==> config.mk <==
export PLATFORM = sky130hd
export DESIGN_NAME = mem_access_ctrl
export DESIGN_NICKNAME = d
export VERILOG_FILES = /design/src/rtl/mem_access_ctrl_pkg.sv /design/src/rtl/mem_access_ctrl_load_align_ext.sv /design/src/rtl/mem_access_ctrl.sv
export SDC_FILE = /design/constraint.sdc
export NUM_CORES = 1
export LEC_CHECK = 0
export CAP_MARGIN = 20
export CORE_AREA = 8 8 250 252
export DETAILED_ROUTE_END_ITERATION = 8
export DIE_AREA = 0 0 258 260
export GPL_ROUTABILITY_DRIVEN = 0
export PLACE_DENSITY = 0.65
export SLEW_MARGIN = 25
export SYNTH_ARGS = -nofsm -noshare
export SYNTH_HDL_FRONTEND = slang
export SYNTH_HIERARCHICAL = 1
export SYNTH_SLANG_ARGS = --single-unit
==> constraint.sdc <==
create_clock -name iClock -period 3.1 [get_ports iClock]
set_clock_uncertainty 0.1 [all_clocks]
set_input_delay 0.775 -clock iClock [delete_from_list [all_inputs] [get_ports iClock]]
set_output_delay 0.775 -clock iClock [all_outputs]
set_load 0.01 [all_outputs]
==> src/rtl/mem_access_ctrl_pkg.sv <==
// Shared definitions for the memory access controller: widths, FSM states,
// access size codes and the size-to-byte-length helpers.
package mem_access_ctrl_pkg;

  localparam int unsigned CFG_ADDR_WIDTH = 64;
  localparam int unsigned CFG_DATA_WIDTH = 64;
  localparam int unsigned CFG_INST_WIDTH = 32;

  typedef enum logic [2:0] {
    S_IDLE,
    S_IF_REQ,
    S_IF_WAIT,
    S_LD_REQ,
    S_LD_WAIT,
    S_ST,
    S_RESP
  } state_t;

  typedef enum logic [1:0] {
    SZ_B = 2'd0,
    SZ_H = 2'd1,
    SZ_W = 2'd2,
    SZ_D = 2'd3
  } size_t;

  // Number of bytes moved by an access of the given size.
  function automatic logic [7:0] size_len(input size_t sz);
    unique case (sz)
      SZ_B:    return 8'd1;
      SZ_H:    return 8'd2;
      SZ_W:    return 8'd4;
      default: return 8'd8;
    endcase
  endfunction

  // True when the low address bits are not a multiple of the access size.
  function automatic logic is_misaligned(input logic [2:0] off, input size_t sz);
    unique case (sz)
      SZ_B:    return 1'b0;
      SZ_H:    return off[0];
      SZ_W:    return |off[1:0];
      default: return |off;
    endcase
  endfunction

endpackage

==> src/rtl/mem_access_ctrl_load_align_ext.sv <==
// Selects the addressed bytes out of a 64-bit memory word and sign- or
// zero-extends them to 64 bits according to the access size.
module load_align_ext
  import mem_access_ctrl_pkg::*;
(
  input  logic [63:0] i_word,
  input  logic [2:0]  i_offset,
  input  size_t       i_size,
  input  logic        i_unsigned,
  output logic [63:0] o_result
);

  logic [63:0] w_shifted;

  assign w_shifted = i_word >> {i_offset, 3'b000};

  // Extend the low bytes of the shifted word; doubleword passes straight through.
  always_comb begin
    o_result = w_shifted;
    unique case (i_size)
      SZ_B:    o_result = {{56{~i_unsigned & w_shifted[7]}},  w_shifted[7:0]};
      SZ_H:    o_result = {{48{~i_unsigned & w_shifted[15]}}, w_shifted[15:0]};
      SZ_W:    o_result = {{32{~i_unsigned & w_shifted[31]}}, w_shifted[31:0]};
      default: o_result = w_shifted;
    endcase
  end

endmodule

==> src/rtl/mem_access_ctrl.sv <==
// Arbitrates instruction fetch and load/store requests onto a single memory
// port with one-cycle read latency. LSU requests win ties with fetch.
module mem_access_ctrl
  import mem_access_ctrl_pkg::*;
#(
  parameter int unsigned ADDR_WIDTH = CFG_ADDR_WIDTH,
  parameter int unsigned DATA_WIDTH = CFG_DATA_WIDTH,
  parameter int unsigned INST_WIDTH = CFG_INST_WIDTH
) (
  input  logic                  iClock,
  input  logic                  iReset,
  input  logic                  iFetchValid,
  input  logic [ADDR_WIDTH-1:0] iFetchAddr,
  output logic                  oFetchReady,
  output logic                  oFetchDone,
  output logic [INST_WIDTH-1:0] oFetchInst,
  input  logic                  iLsuValid,
  input  logic                  iLsuWr,
  input  logic [ADDR_WIDTH-1:0] iLsuAddr,
  input  logic [DATA_WIDTH-1:0] iLsuWrData,
  input  logic [1:0]            iLsuSize,
  input  logic                  iLsuUnsigned,
  output logic                  oLsuReady,
  output logic                  oLsuDone,
  output logic                  oLsuErr,
  output logic [DATA_WIDTH-1:0] oLsuRdData,
  output logic                  oMemRdEn,
  output logic [ADDR_WIDTH-1:0] oMemRdAddrInst,
  output logic [ADDR_WIDTH-1:0] oMemRdAddrLoad,
  output logic                  oMemWrEn,
  output logic [ADDR_WIDTH-1:0] oMemWrAddr,
  output logic [DATA_WIDTH-1:0] oMemWrData,
  output logic [7:0]            oMemWrLen,
  input  logic [INST_WIDTH-1:0] iMemRdDataInst,
  input  logic [DATA_WIDTH-1:0] iMemRdDataLoad
);

  state_t                r_state;
  state_t                w_next;
  logic                  r_is_fetch;
  logic                  r_err;
  logic [2:0]            r_ld_off;
  size_t                 r_ld_size;
  logic                  r_ld_uns;
  logic [ADDR_WIDTH-1:0] r_rd_addr_inst;
  logic [ADDR_WIDTH-1:0] r_rd_addr_load;
  logic [ADDR_WIDTH-1:0] r_wr_addr;
  logic [DATA_WIDTH-1:0] r_wr_data;
  logic [7:0]            r_wr_len;
  logic [INST_WIDTH-1:0] r_fetch_inst;
  logic [DATA_WIDTH-1:0] r_lsu_rd;

  logic                  w_lsu_acc;
  logic                  w_fetch_acc;
  size_t                 w_lsu_size;
  logic                  w_misal;
  logic [DATA_WIDTH-1:0] w_ext;

  assign w_lsu_size  = size_t'(iLsuSize);
  assign w_misal     = is_misaligned(iLsuAddr[2:0], w_lsu_size);
  assign w_lsu_acc   = (r_state == S_IDLE) && iLsuValid;
  assign w_fetch_acc = (r_state == S_IDLE) && iFetchValid && !iLsuValid;

  load_align_ext u_align (
    .i_word     (iMemRdDataLoad),
    .i_offset   (r_ld_off),
    .i_size     (r_ld_size),
    .i_unsigned (r_ld_uns),
    .o_result   (w_ext)
  );

  // State register; reset overrides any pending transition.
  always_ff @(posedge iClock) begin
    if (iReset) r_state <= S_IDLE;
    else        r_state <= w_next;
  end

  // Request latching, memory address/data holding and result capture.
  always_ff @(posedge iClock) begin
    if (iReset) begin
      r_is_fetch     <= 1'b0;
      r_err          <= 1'b0;
      r_ld_off       <= '0;
      r_ld_size      <= SZ_B;
      r_ld_uns       <= 1'b0;
      r_rd_addr_inst <= '0;
      r_rd_addr_load <= '0;
      r_wr_addr      <= '0;
      r_wr_data      <= '0;
      r_wr_len       <= '0;
      r_fetch_inst   <= '0;
      r_lsu_rd       <= '0;
    end else begin
      if (w_fetch_acc) begin
        r_is_fetch     <= 1'b1;
        r_err          <= 1'b0;
        r_rd_addr_inst <= iFetchAddr;
      end
      // Memory-side address/data registers load only for accesses that will
      // actually issue, so they keep their last driven value otherwise.
      if (w_lsu_acc) begin
        r_is_fetch <= 1'b0;
        r_err      <= w_misal;
        r_ld_off   <= iLsuAddr[2:0];
        r_ld_size  <= w_lsu_size;
        r_ld_uns   <= iLsuUnsigned;
        if (!w_misal) begin
          if (iLsuWr) begin
            r_wr_addr <= iLsuAddr;
            r_wr_data <= iLsuWrData;
            r_wr_len  <= size_len(w_lsu_size);
          end else begin
            r_rd_addr_load <= {iLsuAddr[ADDR_WIDTH-1:3], 3'b000};
          end
        end
      end
      if (r_state == S_IF_WAIT) r_fetch_inst <= iMemRdDataInst;
      if (r_state == S_LD_WAIT) r_lsu_rd     <= w_ext;
    end
  end

  // Next-state selection and output decode; every output is forced low in reset.
  always_comb begin
    w_next         = r_state;
    oFetchReady    = 1'b0;
    oLsuReady      = 1'b0;
    oFetchDone     = 1'b0;
    oLsuDone       = 1'b0;
    oLsuErr        = 1'b0;
    oMemRdEn       = 1'b0;
    oMemWrEn       = 1'b0;
    oFetchInst     = '0;
    oLsuRdData     = '0;
    oMemRdAddrInst = '0;
    oMemRdAddrLoad = '0;
    oMemWrAddr     = '0;
    oMemWrData     = '0;
    oMemWrLen      = '0;

    unique case (r_state)
      S_IDLE: begin
        if (w_lsu_acc) begin
          if (w_misal)     w_next = S_RESP;
          else if (iLsuWr) w_next = S_ST;
          else             w_next = S_LD_REQ;
        end else if (w_fetch_acc) begin
          w_next = S_IF_REQ;
        end
      end
      S_IF_REQ:  w_next = S_IF_WAIT;
      S_IF_WAIT: w_next = S_RESP;
      S_LD_REQ:  w_next = S_LD_WAIT;
      S_LD_WAIT: w_next = S_RESP;
      S_ST:      w_next = S_RESP;
      S_RESP:    w_next = S_IDLE;
      default:   w_next = S_IDLE;
    endcase

    if (!iReset) begin
      oFetchReady    = (r_state == S_IDLE);
      oLsuReady      = (r_state == S_IDLE);
      oMemRdEn       = (r_state == S_IF_REQ) || (r_state == S_LD_REQ);
      oMemWrEn       = (r_state == S_ST);
      oFetchDone     = (r_state == S_RESP) && r_is_fetch;
      oLsuDone       = (r_state == S_RESP) && !r_is_fetch;
      oLsuErr        = (r_state == S_RESP) && !r_is_fetch && r_err;
      oFetchInst     = r_fetch_inst;
      oLsuRdData     = r_lsu_rd;
      oMemRdAddrInst = r_rd_addr_inst;
      oMemRdAddrLoad = r_rd_addr_load;
      oMemWrAddr     = r_wr_addr;
      oMemWrData     = r_wr_data;
      oMemWrLen      = r_wr_len;
    end
  end

endmodule

==> results of run 1 <==
-- area by class of cell --
| type | count | area, µm² | area share, % |
|---|---|---|---|
| antenna | 1 | 2.50 | 0.00953 |
| clock buffer | 64 | 1280 | 4.86 |
| clock inverter | 11 | 191 | 0.729 |
| inverter | 66 | 253 | 0.962 |
| multi-input combinational | 1578 | 8790 | 33.5 |
| sequential | 364 | 7290 | 27.8 |
| tap | 773 | 967 | 3.68 |
| timing repair buffer | 738 | 7480 | 28.5 |
-- flip-flops by register name (all words and copies together), names as in the netlist --
| name | flops |
|---|---|
| r_state | 3 |
| r_ld_size | 2 |
| r_rd_addr_load | 61 |
| r_ld_uns | 1 |
| r_lsu_rd | 64 |
| r_wr_addr | 64 |
| r_ld_off | 3 |
| r_wr_len | 4 |
| r_fetch_inst | 32 |
| r_is_fetch | 1 |
| r_rd_addr_inst | 64 |
| r_wr_data | 64 |
| r_err | 1 |
-- layer usage --
metal  up-vias  wire length [µm]
met5         -                27
met4         4              2220
met3       135              5660
met2       685             32000
met1      7936             27500
li1       8294                 -
-- repair_timing --
action / 4_1_cts / 5_1_grt
gates resized for setup: 2 / 3
pin swaps: 0 / 0
setup endpoints to repair: 3 / 3
buffers inserted: 0 / 0
-- kinds of logic (layout without fill, tap and decap cells) --
logic type | Yosys count | after routing | synth area share, %
multiplexers | 143 | 143 | 10.2
AO/OA/AOI/OAI | 361 | 361 | 11.7
other | 1 | 8 | 0.0218
AND/OR/NAND/NOR | 1067 | 1067 | 28.8
buffers and inverters | 255 | 879 | 7.02
flip-flops | 364 | 364 | 42.3
-- worst max-delay path, delay by kind of cell --
kind,cells,cell delay (ns)
buffers and inverters,4,1.10
and+or+nand+nor,1,0.18
-- placed cells by master, fill, tap and decap left out, drive strengths merged, types with 9 or more instances in the layout --
master / instances
a21oi: 171
buf: 90
clkbuf: 64
clkdlybuf4s50: 647
dfxtp: 364
inv: 66
mux2: 10
mux2i: 108
mux4: 25
nand2: 690
nand3: 11
nand4: 26
nor2: 14
nor2b: 297
o2111ai: 17
o21ai: 141
o2bb2ai: 9
-- worst paths after layout --
path                      from              to  slack [ns]  depth (start not counted)
hold reg to reg   r_lsu_rd[54]    r_lsu_rd[54]        0.35                          2
setup / recovery        iReset  oFetchInst[18]        0.13                          5
hold / removal    r_lsu_rd[54]    r_lsu_rd[54]        0.35                          2
setup reg to reg   r_ld_off[0]    r_lsu_rd[18]        0.75                          7
-- per-stage QoR --
stage	setup TNS (ns)	total power, mW	area [µm²]	setup slack, ns	hold WS [ns]
detailed placement	0	7.45	24800	0.00960	0.342
finish	0	12.6	26300	0.128	0.346
global route	0	13.2	26300	0.00711	0.365
floorplan	0	6.33	17200	0.300	0.332
CTS	0	12.8	26300	0.00248	0.349
global placement	-0.115	7.41	24800	-0.0783	0.337
-- power by group through the flow --
stage / Combinational [mW] / Clock [mW] / Sequential, mW
after detailed placement: 2.29 / 0 / 5.15
after floorplan: 1.25 / 0 / 5.08
after global routing: 2.49 / 5.64 / 5.08
after CTS: 2.31 / 5.44 / 5.05
after global placement: 2.27 / 0 / 5.15
final: 2.30 / 5.27 / 5.05
==> results.toml, run 1 <==
[status]
status = "finished, final reports clean"

[die]
initial_utilization_pct = 29.5
die_h_um = 260
io_pins = 663
dieWidth_um = 258
row_count = 89
die_area_um2 = 67100
core_area_um2 = 58500

[synthesis]
yosys-top-cells-area = "dfxtp_1, nand2_1, nor2b_1"
async_flop_share_pct = 0
synthCells = 2191
syn_area_per_cell_um2 = 7.86
synth_cell_types = 45
seq_area_frac_synth_pct = 42.3
ys_top_cells_by_count = "nand2_1, dfxtp_1, nor2b_1"
synth-warning-count = 6
ys.flop_type = "dfxtp_1"
synth_area_um2 = 17200
ys_ff_latch = 364
synth.most_common_cell = "nand2_1"
synth-edff-count = 0
synth.largest_area_cell = "dfxtp_1"
synth_top_area_share_pct = 42.3

[clocking]
cts-root-buf = "clkbuf_16"
clk_latency_ns = 0.57
postCtsHoldBufs = 0
numCtsBuffers = 43
cts_tree = "done"
cts_max_level = 2
cts_max_path_buffers = 3
cts.sinks = 364
clk_pin_slew_ns = 0.05

[place]
portBuffers = 655
place_hpwl_mm = 51.3
placed_cells = 3519

[cells_and_area]
drive_gt1_share_pct = 7.62
postLayoutCoreUtil_pct = 44.9
layoutNonFillerInstCount = 3595
fillers = 5633
nets = 3087
syn2layout_area_growth_pct = 52.5

[setup_path]
cpMaxStageDelayCell = "clkdlybuf4s50_1"
arrival_ns = 2.10
crit_required_ns = 2.22
cp-end-kind = "output pin"
crit_path_max_incr_delay_ns = 0.61
criticalPathCategory = "input port to output pin"
startpoint_type = "input port"
crit_path_frequent_cell = "buf_12"
cp_cell_sequence = "buf_8, buf_12, buf_12, nor2b_1, clkdlybuf4s50_1"
crit_path_max_fanout = 45

[grt]
grt-busiest-layer = "met2"
overflow = 0
grt_use_total_pct = 18.8
grt_max_degree = 85
grt_pass1_wl_mm = 101
met3_usage_pct = 5.54
antenna_found_initial = 3
grt_pass1_vias = 17100
gr-usage-met1_pct = 22.5
gr-usage-met2_pct = 31.9

[power]
clkPwrFrac_pct = 41.8
p_per_area_nw_per_um2 = 481
combPwrFrac_pct = 18.2
ir_worst_vdd_mv = 0.340
intPower_mw = 9.30
swShare_pct = 26.4
sequentialPowerShare_pct = 40.0
p_leak_nw = 9.86
switchingPower_mw = 3.33

[sta]
period_share_pct = 95.9
tightest_slew_ns = 0.703
fmax_mhz = 336
hold_viol_final = 0
rsz0062_at_grt = "false"
slew_headroom_pct = 53.1
setup_viol = 0
slew_violations = 0
fin_crit_ns = 2.97

[drt]
drc = 0
antenna_left = 0
routedWlPerCell_um = 18.7
drt_iter0_markers = 958
vias_per_cell = 4.74
wl_mm = 67.4
first_pass_iters = 5
vias = 17100

[hold_path]
min_path_type = "flop to flop"

[flow_run]
cap_violations = 0
Power figures use the tool's default switching activity.
==> inputs of run 2 (changes only) <==
--- a/config.mk
+++ b/config.mk
@@ -5,14 +5,16 @@
 export SDC_FILE = /design/constraint.sdc
 export NUM_CORES = 1
 export LEC_CHECK = 0
+export ABC_CLOCK_PERIOD_IN_PS = 3100
 export CAP_MARGIN = 20
-export CORE_AREA = 8 8 250 252
+export CELL_PAD_IN_SITES_DETAIL_PLACEMENT = 2
+export CELL_PAD_IN_SITES_GLOBAL_PLACEMENT = 2
+export CORE_MARGIN = 8
+export CORE_UTILIZATION = 26
 export DETAILED_ROUTE_END_ITERATION = 8
-export DIE_AREA = 0 0 258 260
 export GPL_ROUTABILITY_DRIVEN = 0
-export PLACE_DENSITY = 0.65
+export PLACE_DENSITY = 0.93
 export SLEW_MARGIN = 25
 export SYNTH_ARGS = -nofsm -noshare
 export SYNTH_HDL_FRONTEND = slang
-export SYNTH_HIERARCHICAL = 1
 export SYNTH_SLANG_ARGS = --single-unit
==> run 2 against run 1 <==
  * Utilization fell by 3.9 points
  * Register-to-register slack got worse by 0.35 ns
  * Area after synthesis fell by 3.1%
  * Combinational power rose by 53%
  * Sequential cell count did not move
  * Synthesized cell count fell by 5.5%
  * Via count rose by 5.4%
  * Worst setup slack got worse by 0.089 ns
  * Sequential share of layout area barely moved
  * Cell area fell by 0.14%
  * Largest power group unchanged
==> results.toml, run 2 <==
[sta]
slew_headroom_pct = 51.7
fin_crit_ns = 3.06
fmax_mhz = 327
setup_viol = 0
slew_violations = 0
fin_ws_ns = 0.0386
period_share_pct = 98.8
fin_hold_ws_ns = 0.356
hold_viol_final = 0
tightest_slew_ns = 0.722

[cells_and_area]
final_cell_area_um2 = 26200
nets = 2982
layout_commonest_cell = "clkdlybuf4s50_1"
drive_gt1_share_pct = 8.82
syn2layout_area_growth_pct = 57.2
final_cell_mix = "clkdlybuf4s50_1, nand2_1, nor2b_1"
fillers = 6964
layoutNonFillerInstCount = 3599

[drt]
drc = 0
routedWlPerCell_um = 26.9
vias = 18000
wl_mm = 96.8
vias_per_cell = 5.00
first_pass_iters = 5
drt_iter0_markers = 879
antenna_left = 0

[synthesis]
ys.flop_type = "dfxtp_1"
synth-warning-count = 0
synth.largest_area_cell = "dfxtp_1"
seq_area_frac_synth_pct = 43.7
yosys-top-cells-area = "dfxtp_1, nor2b_1, nand2_1"
ys_top_cells_by_count = "nand2_1, nor2b_1, dfxtp_1"
synth_top_area_share_pct = 43.7
synthCells = 2070
syn_area_per_cell_um2 = 8.06
synth_area_um2 = 16700
async_flop_share_pct = 0
synth-edff-count = 0
ys_ff_latch = 364
synth_cell_types = 52
synth.most_common_cell = "nand2_1"

[place]
portBuffers = 655
placed_area_um2 = 24600
placed_cells = 3494
dp_slack_ns = -0.160
place_hpwl_mm = 69.3

[die]
dieWidth_um = 269
core_area_um2 = 64000
die_h_um = 269
initial_utilization_pct = 26.1
die_area_um2 = 72500
row_count = 93
io_pins = 663

[grt]
grt_pass1_vias = 20700
grt_pass1_wl_mm = 141
grt_use_total_pct = 25.1
overflow = 0
grt_max_degree = 74
antenna_found_initial = 23

[clocking]
clk_pin_slew_ns = 0.05
clk_latency_ns = 0.56
cts_tree = "done"
cts-root-buf = "clkbuf_16"
numCtsBuffers = 45
cts_max_path_buffers = 3
postCtsHoldBufs = 0
cts.sinks = 364
cts_max_level = 2

[setup_path]
startpoint_type = "input port"
criticalPathCategory = "input port to output pin"
crit_required_ns = 2.22
cp-end-kind = "output pin"
crit_path_max_fanout = 30
arrival_ns = 2.19

[flow_run]
cap_violations = 0

[status]
status = "finished, final reports clean"

[hold_path]
min_path_type = "flop to flop"

[power]
power_mw = 14.6
ir_worst_vdd_mv = 0.360
p_per_area_nw_per_um2 = 555
p_leak_nw = 9.26
[run 2: cell types whose count changed after synthesis, sizes merged, moves of 18 or more]
| cell | previous run | this run |
|---|---|---|
| nand2 | 690 | 576 |
| mux2i | 108 | 48 |
| o22a | 0 | 40 |
| a21oi | 171 | 274 |
| inv | 66 | 4 |
| nand4 | 26 | 0 |
| mux4 | 25 | 7 |
| a2bb2oi | 1 | 44 |
| nor2 | 14 | 37 |
| o21ai | 141 | 20 |
| nor2b | 297 | 365 |
[run 2: final timing paths]
| kind | endpoint | depth (start not counted) | from | slack (ns) |
|---|---|---|---|---|
| setup / recovery | oMemWrAddr[29] | 6 | iReset | 0.04 |
| hold / removal | r_wr_addr[62] | 2 | r_wr_addr[62] | 0.36 |
| setup reg to reg | r_lsu_rd[11] | 5 | r_ld_off[2] | 0.40 |
| hold reg to reg | r_wr_addr[62] | 2 | r_wr_addr[62] | 0.36 |
[run 2: per-layer routing]
layer / track usage (%) / wire length, µm
met5: 0 / 43
met3: 6.72 / 5900
met1: 25.6 / 35300
met4: 13.8 / 5720
met2: 46.2 / 49800
[run 2: worst max-delay path, stage by stage]
cell,delay (ns)
buf_8,0.13
buf_12,0.16
buf_12,0.18
buf_12,0.16
nor2b_1,0.17
clkdlybuf4s50_1,0.58
[run 2: area by class of cell]
cell class	count	area, µm²	share of cell area [%]
Antenna cell	22	55.1	0.210
Clock buffer	63	1360	5.17
Clock inverter	20	199	0.759
Inverter	4	15.0	0.0573
Multi-Input combinational cell	1532	8660	33.0
Sequential cell	364	7290	27.8
Tap cell	855	1070	4.08
Timing Repair Buffer	739	7580	28.9
[run 2: logic make-up after synthesis]
group	Yosys count	share of synthesized area (%)
AOI/OAI and AO/OA	428	16.9
buffers and inverters	180	4.93
other	1	0.0225
muxes	69	4.79
and+or+nand+nor	1028	29.7
DFF	364	43.7
[run 2: metrics by stage]
step                util, %  setup TNS, ns
detailed placement     38.4         -10.64
finish                 41.0              0
floorplan                 -              0
global route           41.0        -0.0354
CTS                    40.8              0
global placement       38.4         -0.395
[run 2: timing repair]
item                       4_1_cts  5_1_grt
setup endpoints to repair       13        9
gates resized for setup         15       10
setup buffers                    0        0
[run 2: power breakdown]
group | internal, mW | total [mW] | switching, mW
clock network | 3.32 | 5.62 | 2.31
logic | 1.65 | 3.53 | 1.88
registers | 5.15 | 5.40 | 0.243
total | 10.1 | 14.6 | 4.43
==> inputs of run 3 (changes only) <==
--- a/config.mk
+++ b/config.mk
@@ -5,15 +5,14 @@
 export SDC_FILE = /design/constraint.sdc
 export NUM_CORES = 1
 export LEC_CHECK = 0
-export ABC_CLOCK_PERIOD_IN_PS = 3100
 export CAP_MARGIN = 20
 export CELL_PAD_IN_SITES_DETAIL_PLACEMENT = 2
 export CELL_PAD_IN_SITES_GLOBAL_PLACEMENT = 2
-export CORE_MARGIN = 8
 export CORE_UTILIZATION = 26
 export DETAILED_ROUTE_END_ITERATION = 8
 export GPL_ROUTABILITY_DRIVEN = 0
 export PLACE_DENSITY = 0.93
+export RECOVER_POWER = 100
 export SLEW_MARGIN = 25
 export SYNTH_ARGS = -nofsm -noshare
 export SYNTH_HDL_FRONTEND = slang
==> run 3 against run 2 <==
  * Cell count hardly changed
  * Non-clock buffer count up 11
  * Combinational power fell by 5%
  * First-iteration DRC count shrank 6.8%
  * Utilization up 0.11 points
  * Count of clock-buffer cells in the layout fell by 1
  * Power rose by 0.61%
  * Register-to-register slack worse by 0.15 ns
  * Critical path type unchanged
  * Largest cell class unchanged
==> results.toml, run 3 (synthesis results as in run 2) <==
[sta]
fin_ws_ns = 0.0136
setup_viol = 0
fin_crit_ns = 3.09
period_share_pct = 99.6
fmax_mhz = 324
tightest_slew_ns = 0.950
slew_headroom_pct = 36.7
hold_viol_final = 0
slew_violations = 0

[grt]
grt_pass1_wl_mm = 136
grt_use_total_pct = 27.2
overflow = 0
grt_max_degree = 71
antenna_found_initial = 19
grt_pass1_vias = 20700

[drt]
drc = 0
vias = 18100
vias_per_cell = 5.02
first_pass_iters = 8
drt_iter0_markers = 819
wl_mm = 92.3
routedWlPerCell_um = 25.7
antenna_left = 0

[power]
p_leak_nw = 9.76
power_mw = 14.6
p_per_area_nw_per_um2 = 564
ir_worst_vdd_mv = 0.482

[clocking]
cts_max_path_buffers = 3
post_cts_buffers = 0
numCtsBuffers = 46
clk_pin_slew_ns = 0.05
cts_tree = "done"
clk_latency_ns = 0.57
cts_max_level = 2
cts-root-buf = "clkbuf_16"
cts.sinks = 364

[setup_path]
crit_path_max_fanout = 21
cpMaxStageDelayCell = "dlygate4sd3_1"
cp_cell_sequence = "buf_8, buf_12, buf_4, nor2b_1, dlygate4sd3_1"
cp-end-kind = "output pin"
r2r-end = "r_lsu_rd[52]"
criticalPathCategory = "input port to output pin"
r2r_setup_slack_ns = 0.25
regToRegStartpoint = "r_ld_off[1]"
reg2reg_depth = 7
crit_path_max_incr_delay_ns = 0.71
arrival_ns = 2.21
startpoint_type = "input port"
crit_required_ns = 2.22

[hold_path]
hold_depth = 2
min_path_type = "flop to flop"
worstHoldStart = "r_rd_addr_inst[59]"
hold_end = "r_rd_addr_inst[59]"

[cells_and_area]
fillers = 6889
final_cell_area_um2 = 26000
nets = 2994
final_cell_mix = "nand2_1, clkdlybuf4s50_1, nor2b_1"
layout_commonest_cell = "nand2_1"
drive_gt1_share_pct = 7.68
syn2layout_area_growth_pct = 55.6

[place]
portBuffers = 655
placed_area_um2 = 24600
place_hpwl_mm = 65.1
dp_slack_ns = -0.143

[die]
io_pins = 663
die_h_um = 255
die_area_um2 = 65200
dieWidth_um = 255
core_area_um2 = 63200
initial_utilization_pct = 26.4
row_count = 92

[status]
status = "finished, final reports clean"

[flow_run]
cap_violations = 0
==> run 3: cell type report <==
class | count | area (µm²) | share of cell area, %
antenna | 15 | 37.5 | 0.145
clock buffer | 62 | 1310 | 5.05
clock inverter | 24 | 327 | 1.26
inverter | 4 | 15.0 | 0.0578
multi-input combinational | 1532 | 8460 | 32.6
sequential | 364 | 7290 | 28.1
tap | 846 | 1060 | 4.08
timing repair buffer | 750 | 7470 | 28.8
==> run 3: worst max-delay path by stage <==
stage	from	endpoint	slack, ns	cells past startpoint
CTS	iReset	oMemWrData[3]	0.006	5
global placement	iMemRdDataLoad[39]	r_lsu_rd[16]	-0.005	6
detailed placement	iMemRdDataLoad[39]	r_lsu_rd[17]	-0.14	6
finish	iReset	oMemWrAddr[62]	0.01	5
global route	iReset	oMemWrAddr[22]	-0.01	5
floorplan	iReset	oLsuErr	0.27	4
==> run 3: metrics by stage <==
stage / setup TNS [ns] / cells / hold slack (ns) / util [%]
final: 0 / 3597 / 0.354 / 41.1
after global routing: -0.0733 / 3596 / 0.377 / 41.1
after CTS: 0 / 3582 / 0.358 / 41.5
after detailed placement: -1.90 / 3496 / 0.346 / 38.9
after global placement: -0.0412 / 3496 / 0.335 / 38.9
after floorplan: 0 / 2076 / 0.327 / -
==> run 3: critical path: cells and delay by family <==
kind	cells	cell delay, ns
buf+inv	4	1.25
simple gates	1	0.16
==> run 3: repair_timing <==
item	in CTS	in global routing
setup endpoints to repair	5	4
resized for setup	5	4
hold buffers	0	0
==> run 3: power by group <==
group / switching [mW] / internal [mW] / total [mW]
combinational: 1.86 / 1.51 / 3.36
sequential: 0.227 / 5.16 / 5.38
clock: 2.33 / 3.57 / 5.90
total: 4.41 / 10.2 / 14.6
==> run 3: layer usage <==
layer / up-vias / part of all wire (%) / global-route usage [%]
li1: 8079 / - / -
met4: 10 / 5.4 / 14.3
met2: 726 / 53 / 51.1
met3: 243 / 6.5 / 7.18
met1: 8996 / 35 / 27.3
met5: - / 0.082 / 0
